`src/rtl/uart_tx_scheduler.sv`:
```
// uart_tx_scheduler: buffers pixel bytes and sequences UART transmitter starts via a tx_ready handshake
module uart_tx_scheduler #(
  parameter int DEPTH       = 16,
  parameter int FRAME_BYTES = 4096,
  parameter int ACK_TIMEOUT = 64
) (
  input  logic                   clk,
  input  logic                   rst,
  input  logic [7:0]             in_data,
  input  logic                   in_valid,
  input  logic                   tx_enable,
  input  logic                   tx_ready,
  output logic [7:0]             tx_data,
  output logic                   tx_start,
  output logic [$clog2(DEPTH):0] fifo_count,
  output logic                   busy,
  output logic                   frame_done,
  output logic                   overflow,
  output logic                   timeout
);
  localparam int AW = $clog2(DEPTH);
  localparam int BW = $clog2(FRAME_BYTES + 1);
  localparam int TW = $clog2(ACK_TIMEOUT + 1);
  localparam logic [AW:0]   FULL  = (AW + 1)'(DEPTH);
  localparam logic [BW-1:0] BLAST = BW'(FRAME_BYTES - 1);
  localparam logic [TW-1:0] TLAST = TW'(ACK_TIMEOUT - 1);
  typedef enum logic [1:0] {IDLE, LOAD, START, WAIT_DONE} state_t;
  state_t        state_q;
  logic [7:0]    mem_q [DEPTH];
  logic [AW-1:0] wptr_q, rptr_q;
  logic [AW:0]   count_q, count_d;
  logic [BW-1:0] bytes_q;
  logic [TW-1:0] timer_q;
  logic [7:0]    tx_data_q;
  logic          tx_start_q, busy_q, frame_done_q, overflow_q, timeout_q;
  logic          pop, push, done;
  // Launch/accept decisions; a full FIFO still accepts when the head leaves this cycle
  always_comb begin
    pop     = (state_q == IDLE) && tx_enable && tx_ready && (count_q != '0);
    push    = in_valid && ((count_q != FULL) || pop);
    done    = tx_ready && ((state_q == WAIT_DONE) || ((state_q == START) && (timer_q == TLAST)));
    count_d = count_q + (AW + 1)'(push) - (AW + 1)'(pop);
  end
  // Byte storage; contents need no reset since pointers define validity
  always_ff @(posedge clk) begin
    if (push) mem_q[wptr_q] <= in_data;
  end
  // FIFO pointers, occupancy and sticky overflow on a dropped push
  always_ff @(posedge clk or negedge rst) begin
    if (!rst) begin
      wptr_q     <= '0;
      rptr_q     <= '0;
      count_q    <= '0;
      overflow_q <= 1'b0;
    end else begin
      wptr_q     <= wptr_q + AW'(push);
      rptr_q     <= rptr_q + AW'(pop);
      count_q    <= count_d;
      overflow_q <= overflow_q | (in_valid & ~push);
    end
  end
  // Transmit sequencer: pop, set up data, hold start until acked or timed out, await idle
  always_ff @(posedge clk or negedge rst) begin
    if (!rst) begin
      state_q    <= IDLE;
      tx_data_q  <= '0;
      tx_start_q <= 1'b0;
      busy_q     <= 1'b0;
      timeout_q  <= 1'b0;
      timer_q    <= '0;
    end else begin
      busy_q <= 1'b1;
      case (state_q)
        IDLE:
          if (pop) begin
            tx_data_q <= mem_q[rptr_q];
            state_q   <= LOAD;
          end else busy_q <= count_d != '0;
        LOAD: begin
          tx_start_q <= 1'b1;
          timer_q    <= '0;
          state_q    <= START;
        end
        START:
          if (!tx_ready) begin
            tx_start_q <= 1'b0;
            state_q    <= WAIT_DONE;
          end else if (timer_q == TLAST) begin
            tx_start_q <= 1'b0;
            timeout_q  <= 1'b1;
            state_q    <= IDLE;
            busy_q     <= count_d != '0;
          end else timer_q <= timer_q + TW'(1);
        WAIT_DONE:
          if (tx_ready) begin
            state_q <= IDLE;
            busy_q  <= count_d != '0;
          end
        default: state_q <= IDLE;
      endcase
    end
  end
  // Per-frame byte counter; timed-out bytes count as sent
  always_ff @(posedge clk or negedge rst) begin
    if (!rst) begin
      bytes_q      <= '0;
      frame_done_q <= 1'b0;
    end else begin
      frame_done_q <= done && (bytes_q == BLAST);
      if (done) bytes_q <= (bytes_q == BLAST) ? '0 : bytes_q + BW'(1);
    end
  end
  assign tx_data    = tx_data_q;
  assign tx_start   = tx_start_q;
  assign fifo_count = count_q;
  assign busy       = busy_q;
  assign frame_done = frame_done_q;
  assign overflow   = overflow_q;
  assign timeout    = timeout_q;
endmodule

```
`config.mk`:
```
export PLATFORM = sky130hd
export DESIGN_NAME = uart_tx_scheduler
export DESIGN_NICKNAME = d
export VERILOG_FILES = /design/src/rtl/uart_tx_scheduler.sv
export SDC_FILE = /design/constraint.sdc
export NUM_CORES = 1
export LEC_CHECK = 0
export ABC_AREA = 1
export BUFFER_PORTS_ARGS = -buffer_cell sky130_fd_sc_hd__buf_2
export CORE_MARGIN = 3
export CORE_UTILIZATION = 50
export CTS_BUF_LIST = sky130_fd_sc_hd__clkbuf_4
export DETAILED_ROUTE_END_ITERATION = 8
export HOLD_SLACK_MARGIN = 0.02
export PLACE_DENSITY = 0.72
export REMOVE_ABC_BUFFERS = 1
export SYNTH_ARGS = -nofsm -noshare
export SYNTH_HDL_FRONTEND = slang
export SYNTH_SLANG_ARGS = --single-unit
```
`constraint.sdc`:
```
create_clock -name clk -period 6.9 [get_ports clk]
set_clock_uncertainty 0.2 [all_clocks]
set_input_delay 1.38 -clock clk [delete_from_list [all_inputs] [get_ports clk]]
set_output_delay 1.38 -clock clk [all_outputs]
set_load 0.1 [all_outputs]
```
==> results.md, run 1 <==
Outcome:
- The run finished, with violations left.
- The checks that failed: DRC.

Routing:
- The first TritonRoute pass finished after 9 iterations.
- The routed wire length is 15.7 mm.
- After detailed routing, the number of remaining DRC violations is 2.
- The routed layout has 5138 vias.
- The count of nets left with antenna violations once routing finished came out at 0.
- The initial DRC count is 471.
- Using the TritonRoute via totals, the vias-per-cell ratio works out to 5.66.
- Dividing the detail-routed wire length by the instance count gives 17.3 microns.

Floorplanning:
- The number of placement rows is 44.
- The initial cell density of the core is 51.9%.
- The die height is 130 microns.
- The width of the chip is 130 microns.
- The die covers 16900 sq um.
- The area of the core region is 14800 sq um.
- The count of boundary I/O pins is 31.

Layout:
- The layout net count is 740.
- The post-route core utilization is 55.3%.
- In the final layout, the share of cells above drive strength 1 is 12.9%.
- The finished cells cover 8190 sq um.
- Compared with the post-synthesis result, the final layout area differs by 6.55%.

Synthesis:
- The total standard cell area after synthesis is 7680 sq um.
- Sequential cells were found to cover 65.6% of the synthesized design area.
- The number of distinct library cells after synthesis is 38.
- The most used flip-flop cell after synthesis is sky130_fd_sc_hd__edfxtp_1.
- By area the synthesized netlist is led by sky130_fd_sc_hd__edfxtp_1 50%, sky130_fd_sc_hd__dfrtp_1 16%, sky130_fd_sc_hd__nor2_1 6.2%, sky130_fd_sc_hd__nand2_1 4.1%, sky130_fd_sc_hd__o211ai_1 3.1%.
- The total number of yosys warnings is 0.
- The largest total area in the synthesized netlist belongs to sky130_fd_sc_hd__edfxtp_1.
- Of all flip-flops after synthesis, the portion carrying an async set or reset was 27.3%.
- The post-synthesis average cell area is 11.2 sq um.
- The flip-flop and latch count after synthesis is 176.
- The synthesized netlist cell count is 685.
- The count of flip-flops with a built-in enable after synthesis is 128.
- The portion of synthesized cell area occupied by the leading cell type is 50.0%.

Pwr:
- The power per unit of standard cell area is 428 nW/um^2.
- Across the VDD grid, the largest voltage drop is 0.261 mV.
- In this run the static leakage power is 3.15 nW.

STA:
- The final hold violation count was 0.
- The highest clock frequency the design can meet is 281 MHz.
- Setup repair after global routing left no endpoint under its margin.
- The share of the cycle needed by the critical path after routing is 51.6%.
- Measured against its own limit, the worst slew margin works out to 29.6%.
- Final hold analysis gives a worst-case slack of 0.275 ns.
- The number of slew-limit violations in the final report is 0.
- The number of setup violations in the final report is 0.
- The smallest clock period supported by the final layout is computed as 3.56 ns.
- Adding up every negative setup slack in the final design gives 0 ns.
- For the pin with the worst max-slew slack, the measured transition is 1.06 ns.

CTS:
- No sink is reached through more buffers than the 2 on the longest clock path.
- The tree built by TritonCTS fans out to 176 sinks.
- The number of buffers inserted by hold repair at cts is 0.
- The latest clock arrival within the worst-skew pair is 0.55 ns.
- The tree is rooted in a sky130_fd_sc_hd__clkbuf_4.
- Clock-pin slew was measured on the worst setup and hold paths at 0.14 ns.
- The clock tree synthesis step divided the H-tree into 4 levels.
- TritonCTS built the clock tree.
- After clock tree synthesis, the repair step resized 0 gates.
- The TritonCTS buffer count is 17.
- After clock tree synthesis, the setup repair step added 0 buffers.

Setup path:
- STA classifies the critical path endpoint as a register.
- Following the worst setup path forward leads to its endpoint at busy$_DFF_PN0_.
- For the worst setup path, the data required time is 7.15 ns.
- The path depth of the worst reg2reg path is 16.
- The data arrival time of the critical path is 3.81 ns.
- The worst register-to-register path ends at busy$_DFF_PN0_.
- The class of the most critical setup path is input port to register.
- Along the worst path, the maximum fanout reaches 11.
- The beginning of the critical path is tx_ready.
- In this run the register-to-register setup slack is 3.44 ns.
- The worst setup path is launched from an input port.
- The critical register-to-register path startpoint is state_q[1]$_DFFE_PN0P_.

Placement:
- The total half-perimeter wirelength after legalization and detailed placement is 9.98 mm.
- The cell area reported after detailed placement is 7920 sq um.
- The routability congestion estimate from global placement is 0.903.
- The quantity of I/O buffers inserted on ports is 30.

Run:
- Across the run, the number of max-cap violations was 0.

GRT:
- The pin count of the biggest net entering global routing is 67.
- In the global route stage, overall resource usage came out at 19.3%.
- The global-route wire length before repair is 24.7 mm.
- The via count of the first global-routing pass is 4973.
- The global-route congestion overflow total is 0.
- The initial antenna violation count is 1.

Worst hold path:
- The worst hold path belongs to the class register to register.
## power breakdown
group	switching (mW)	internal, mW	leakage [nW]
Sequential	0.128	1.32	1.75
Clock	0.343	0.214	0.161
Combinational	1.12	0.379	1.24
## critical path: stages
cell and delay [ns]:
sky130_fd_sc_hd__buf_2 0.14, sky130_fd_sc_hd__inv_2 0.06, sky130_fd_sc_hd__nor2_2 0.04, sky130_fd_sc_hd__nand2_1 0.28, sky130_fd_sc_hd__inv_1 0.25, sky130_fd_sc_hd__nand2_1 0.18
sky130_fd_sc_hd__nand2_1 0.08, sky130_fd_sc_hd__ha_1 0.22, sky130_fd_sc_hd__fa_1 0.42, sky130_fd_sc_hd__xnor2_1 0.22, sky130_fd_sc_hd__nand3_1 0.13, sky130_fd_sc_hd__nor2_1 0.16
sky130_fd_sc_hd__nand4_1 0.09, sky130_fd_sc_hd__nand2_1 0.07, sky130_fd_sc_hd__nand3_1 0.07
## final cells by class
cell class                 count  area (sq um)
fill                        1200          6620
sequential                   176          5050
multi-input combinational    438          2310
tap                          184           230
inverter                      44           168
timing repair buffer          32           165
clock inverter                15           143
clock buffer                  17           128
antenna                        1          2.50
## synth_stat cells, types with 2 or more instances
library cell	count
sky130_fd_sc_hd__or2_2	2
sky130_fd_sc_hd__nand4_1	5
sky130_fd_sc_hd__nor2_2	7
sky130_fd_sc_hd__xnor2_1	2
sky130_fd_sc_hd__o211ai_1	32
sky130_fd_sc_hd__nand3_1	46
sky130_fd_sc_hd__nand2_1	83
sky130_fd_sc_hd__nand3_2	3
sky130_fd_sc_hd__nand2_4	2
sky130_fd_sc_hd__xor2_1	11
sky130_fd_sc_hd__clkbuf_1	3
sky130_fd_sc_hd__nand2_2	5
sky130_fd_sc_hd__nor2_1	127
sky130_fd_sc_hd__o31ai_1	2
sky130_fd_sc_hd__nor3_1	5
sky130_fd_sc_hd__o21ai_1	33
sky130_fd_sc_hd__buf_4	8
sky130_fd_sc_hd__inv_2	3
sky130_fd_sc_hd__a21oi_1	7
sky130_fd_sc_hd__inv_1	39
sky130_fd_sc_hd__edfxtp_1	128
sky130_fd_sc_hd__ha_1	17
sky130_fd_sc_hd__buf_2	13
sky130_fd_sc_hd__dfrtp_1	48
sky130_fd_sc_hd__o21ai_0	41
## worst min path at each step
stage / startpoint / endpoint / slack [ns] / cells past startpoint
final: overflow$_DFF_PN0_ / overflow$_DFF_PN0_ / 0.28 / 1
after global placement: timeout$_DFFE_PN0P_ / timeout$_DFFE_PN0P_ / 0.24 / 2
after CTS: overflow$_DFF_PN0_ / overflow$_DFF_PN0_ / 0.28 / 1
after floorplan: bytes_q[12]$_DFFE_PN0P_ / frame_done$_DFF_PN0_ / 0.26 / 1
after global routing: overflow$_DFF_PN0_ / overflow$_DFF_PN0_ / 0.31 / 1
after detailed placement: overflow$_DFF_PN0_ / overflow$_DFF_PN0_ / 0.25 / 1
## per-stage QoR
step	total power [mW]	setup slack [ns]	std cells
floorplan	2.55	3.29	658
global placement	2.91	2.96	874
detailed placement	2.96	2.76	874
CTS	3.51	3.39	906
global route	3.71	3.10	907
finish	3.50	3.34	907
## kinds of logic (layout without fill, tap and decap cells)
| kind of cell | after synthesis | after routing | share of synthesized area, % |
|---|---|---|---|
| XOR/XNOR | 14 | 14 | 1.69 |
| AO/OA/AOI/OAI | 118 | 118 | 8.95 |
| buffers and inverters | 71 | 108 | 4.35 |
| flip-flops | 176 | 176 | 65.6 |
| AND/OR/NAND/NOR | 288 | 288 | 16.3 |
| other | 0 | 1 | 0 |
| adder cells (fa/ha/maj) | 18 | 18 | 3.03 |
## per-layer routing
metal	global-route usage, %	vias up	wire, microns
li1	-	2421	-
met1	25.0	2495	6650
met2	31.8	181	7810
met3	3.52	41	787
met4	8.92	0	470
met5	0	-	0
## state kept, by name (all words and copies together), names as in the netlist
signal / cells
tx_start: 1
bytes_q: 13
overflow: 1
state_q: 2
frame_done: 1
wptr_q: 4
busy: 1
timer_q: 7
rptr_q: 4
timeout: 1
tx_data: 8
mem_q: 128
fifo_count: 5
## cells in the final DEF, fill, tap and decap left out, drive strengths merged
| cell | count |
|---|---|
| clkinv | 7 |
| nor2 | 134 |
| nand2 | 90 |
| fa | 1 |
| xnor2 | 3 |
| or2 | 2 |
| inv | 50 |
| buf | 32 |
| ha | 17 |
| nand3 | 49 |
| clkbuf | 17 |
| bufinv | 2 |
| nor3b | 1 |
| nor3 | 6 |
| nand3b | 1 |
| o211ai | 32 |
| nand4 | 5 |
| xor2 | 11 |
| o21ai | 74 |
| a21o | 1 |
| dfrtp | 48 |
| a211oi | 1 |
| diode | 1 |
| edfxtp | 128 |
| a21oi | 7 |
| o31ai | 3 |
Note: power is estimated with default switching activity, not from simulation.
==> run 2, diff against run 1 <==
--- a/config.mk
+++ b/config.mk
@@ -5,7 +5,7 @@
 export SDC_FILE = /design/constraint.sdc
 export NUM_CORES = 1
 export LEC_CHECK = 0
-export ABC_AREA = 1
+export ABC_AREA = 0
 export BUFFER_PORTS_ARGS = -buffer_cell sky130_fd_sc_hd__buf_2
 export CORE_MARGIN = 3
 export CORE_UTILIZATION = 50
==> constraint.sdc (replaced) <==
create_clock -name clk -period 3.35 [get_ports clk]
set_clock_uncertainty 0.2 [all_clocks]
set_input_delay 0.67 -clock clk [delete_from_list [all_inputs] [get_ports clk]]
set_output_delay 0.67 -clock clk [all_outputs]
set_load 0.1 [all_outputs]
==> run 2 against run 1 <==
The flow now finishes without violations. Global-route usage is 1.4 points lower. Die area is 4.7% lower. Register-to-register slack worse by 3.3 ns. Wire length is 15% lower. Highest routed layer is now met5. Sequential power is 110% higher. Area after synthesis is 5.0% lower. Combinational power is 65% higher. Non-clock buffer count is 23 higher. Cell count is 26% lower. Design area is 1.3% lower. Flip-flop and latch count stayed put.
==> results.md, run 2 <==
Synthesis:
- The synthesized design spends more area on one cell type than any other, namely sky130_fd_sc_hd__edfxtp_1.
- The sequential-to-total area share from yosys stat is 69.1%.
- Of all flip-flops after synthesis, the portion carrying an async set or reset was 27.3%.
- The cell with the most instances after synthesis is sky130_fd_sc_hd__edfxtp_1.
- Yosys mapped the design onto 56 distinct sky130hd cell types.
- The synthesized netlist cell count is 421.
- Of the post-synthesis cell area, the dominant cell type holds 52.6%.
- Yosys mapped a number of flops with a built-in enable equal to 128.
- Ranked by instance count, the synthesized netlist is headed by 128 x sky130_fd_sc_hd__edfxtp_1, 48 x sky130_fd_sc_hd__dfrtp_1, 32 x sky130_fd_sc_hd__mux4_2.
- In the synthesized netlist the dominant register cell turns out to be sky130_fd_sc_hd__edfxtp_1.
- After synthesis, the cell types taking the most area are sky130_fd_sc_hd__edfxtp_1 53%, sky130_fd_sc_hd__dfrtp_1 16%, sky130_fd_sc_hd__mux4_2 9.9%, sky130_fd_sc_hd__ha_1 2.9%, sky130_fd_sc_hd__mux2i_1 2.2%.
- Synthesis inferred 176 register bits.
- The post-synthesis average cell area is 17.3 sq um.
- Yosys printed 0 warnings.
- After synthesis the cells add up to 7300 sq um.

CTS:
- Clock tree synthesis found a total of 176 sinks.
- The maximum count of clock buffers along a single path is 2.
- The number of clock buffers added by TritonCTS is 17.
- The TritonCTS clock tree is yes.
- The H-tree generated during clock tree synthesis spans 4 levels.
- CTS placed an instance of sky130_fd_sc_hd__clkbuf_4 at the clock tree root.
- The clock reaches the later pin of the worst-skew pair after 0.56 ns.
- The register clock-pin slew on the reported worst setup and hold paths is 0.14 ns.

Floorplanning:
- The initial cell density of the core is 51.8%.
- The region available for standard cell placement spans 14100 sq um.
- The die area is 16100 sq um.
- The number of placement rows is 43.
- The count of boundary I/O pins is 31.
- The width of the chip is 127 microns.
- The die height is 127 microns.

GRT:
- The pin count of the biggest net entering global routing is 38.
- For this run the aggregate overflow at the end of global routing stands at 0.
- The initial antenna violation count is 2.
- The first global-routing pass estimated 21.4 mm of wire.
- The via count of the first global-routing pass came to 3975.
- The total routing usage reported by global routing is 17.8%.

Placement:
- The worst-case setup slack after placement is 0.121 ns.
- The cell count after placement is 639.
- The routability congestion estimate from global placement is 0.800.
- The total half-perimeter wirelength after legalization and detailed placement is 9.23 mm.
- Input and output buffers added on the ports amount to 30.

Layout:
- Once layout is complete, the cells apart from fillers number 673.
- Summing all multi-input logic gate instances after layout gives 2140 sq um.
- The register with the most flip-flops in the final layout is mem_q.
- The filler cells instantiated in the layout total 1079.
- After the last flow step, the layout net total stands at 511.
- Relative to the synthesized area, the layout overhead comes to 10.6%.
- The post-route core utilization is 57.3%.
- The register cell area after layout is 5050 sq um.
- The proportion of layout cells with a drive suffix above 1 is 26.8%.
- In the layout the commonest cells are 128 x sky130_fd_sc_hd__edfxtp_1, 46 x sky130_fd_sc_hd__dfrtp_1, 32 x sky130_fd_sc_hd__mux4_2, 30 x sky130_fd_sc_hd__buf_2, 26 x sky130_fd_sc_hd__nand2_1.
- Leaving out fill and tap cells, the most frequent cell in the layout is sky130_fd_sc_hd__edfxtp_1.
- The flip-flop count of the largest register after layout is 128.

STA:
- The highest clock frequency the design can meet is 312 MHz.
- Across all hold checks on the routed design, the worst slack comes to 0.180 ns.
- The number of slew-limit violations in the final report came to 0.
- The share of the cycle needed by the critical path after routing is 95.7%.
- The shortest clock period the worst path allows after layout is 3.20 ns.
- Setup violations remaining at the end of the flow were counted as 0.
- After layout, the worst setup slack is 0.145 ns.
- The final hold violation count is 0.
- The slew at the pin closest to its max-slew limit is 1.01 ns.
- The relative max-transition margin is 32.4%.

Pwr:
- For this design the ratio of total power to cell area is 815 nW/um^2.
- In this run switching power makes up 39.9% of total power.
- Combinational logic burns 37.5% of the power.
- The power share of the clock group is 17.6%.
- The sequential group share of total power is 44.9%.
- The static leakage power is 3.00 nW.
- The analysis attributes to net switching a power of 2.63 mW.
- VDD sags by at most 0.463 mV.
- The internal power of the cells is 3.96 mW.

Setup path:
- The class of the most critical setup path is register to register.
- The worst setup path is launched from a register.
- The worst-path maximum fanout is 5.
- The required arrival time at the worst endpoint is 3.60 ns.
- The critical path goes through inv_1, ha_1, nand3_1, a21o_1, inv_1, nand2_1, nand2_1, ha_1, fa_1, or3_1, o31ai_1, a21oi_1.
- STA classifies the critical path endpoint as a register.
- The largest incremental delay on the critical path is 0.45 ns.
- The data arrival time of the critical path is 3.45 ns.
- The master of the slowest instance on the critical path is sky130_fd_sc_hd__dfrtp_1.

Outcome:
- The run finished with clean final reports.

Routing:
- The via count normalized by instance count is 5.67.
- The initial DRC count is 246.
- The average detailed-routed wire length per instance is 20.0 microns.
- The final route contains 3816 vias.
- After detailed routing, the number of remaining DRC violations is 0.
- The routed wire length is 13.4 mm.
- Once detail routing completed, the nets flagged for antenna violations numbered 0.
- The first detailed-routing pass ran for 4 iterations.

Run:
- Across the run, the number of max-cap violations was 0.

Worst hold path:
- The path class of the lowest-slack min-delay path is input port to register.
-- run 2: cell types whose count changed in the layout (fill, tap and decap cells not counted), sizes merged, moves of 4 or more --
cell,previous run,this run
inv,50,22
nand3,49,10
mux2i,0,16
nand2b,0,4
nor2,134,23
buf,32,54
o221ai,0,8
clkinv,7,3
and3,0,4
mux4,0,32
nand2,90,26
o211ai,32,0
o21ai,74,8
xnor2,3,8
-- run 2: cell type report --
type                    count  area share [%]
repair buffers             55            4.21
clock inverters            14            1.80
flip-flops and latches    176            62.5
multi-input cells         217            26.5
well taps                 180            2.79
inverters                  13           0.604
diodes                      1          0.0310
clock buffers              17            1.58
-- run 2: kinds of logic after synthesis --
| kind of cell | after synthesis | synth area share (%) |
|---|---|---|
| xor gates and xnor gates | 17 | 2.04 |
| adders and majority gates | 18 | 3.19 |
| AOI/OAI and AO/OA | 44 | 5.17 |
| and+or+nand+nor | 89 | 6.73 |
| muxes | 49 | 12.2 |
| buffers and inverters | 28 | 1.58 |
| DFF | 176 | 69.1 |
-- run 2: repair_timing --
item / in CTS / in global routing
resized for setup: 0 / 1
setup endpoints to repair: 0 / 1
hold endpoints to repair: 36 / 0
setup buffers: 0 / 1
hold buffers: 1 / 0
-- run 2: worst paths after layout --
kind,startpoint,endpoint,slack (ns),depth (start not counted)
max,state_q[1]$_DFFE_PN0P_,busy$_DFF_PN0_,0.15,12
min,in_valid,overflow$_DFF_PN0_,0.18,2
max reg2reg,state_q[1]$_DFFE_PN0P_,busy$_DFF_PN0_,0.15,12
min reg2reg,timeout$_DFFE_PN0P_,timeout$_DFFE_PN0P_,0.27,2
max in group asynchronous,rst,tx_data[7]$_DFFE_PN0P_,1.74,3
min in group asynchronous,rst,busy$_DFF_PN0_,0.52,2
-- run 2: critical path: cells and delay by family (launching register included) --
| family | cells | cell delay, ns |
|---|---|---|
| buf+inv | 2 | 0.22 |
| simple gates | 4 | 0.76 |
| compound gates | 3 | 0.55 |
| fa+ha+maj | 3 | 0.91 |
| flops | 1 | 0.45 |
-- run 2: power groups by stage --
stage          Sequential [mW]  Combinational, mW  Clock (mW)
3_3_place_gp              2.98               2.44           0
3_5_place_dp              3.01               2.49           0
4_1_cts                   2.96               2.50        1.19
6_report                  2.96               2.47        1.16
2_1_floorplan             3.70               1.15           0
5_1_grt                   3.01               2.64        1.30
-- run 2: metal layers --
layer | up-vias | GRT usage [%] | part of all wire, %
li1 | 1760 | - | -
met1 | 1957 | 23.7 | 42
met2 | 87 | 29.4 | 51
met3 | 10 | 4.59 | 6.1
met4 | 2 | 5.11 | 0.66
met5 | - | 0 | 0.097
-- run 2: through the flow --
| step | instance area (sq um) | power [mW] | TNS [ns] |
|---|---|---|---|
| CTS | 8070 | 6.66 | 0 |
| finish | 8080 | 6.58 | 0 |
| global route | 8080 | 6.95 | -0.00433 |
| global placement | 7790 | 5.42 | 0 |
| floorplan | 7240 | 4.86 | -0.631 |
| detailed placement | 7790 | 5.50 | 0 |
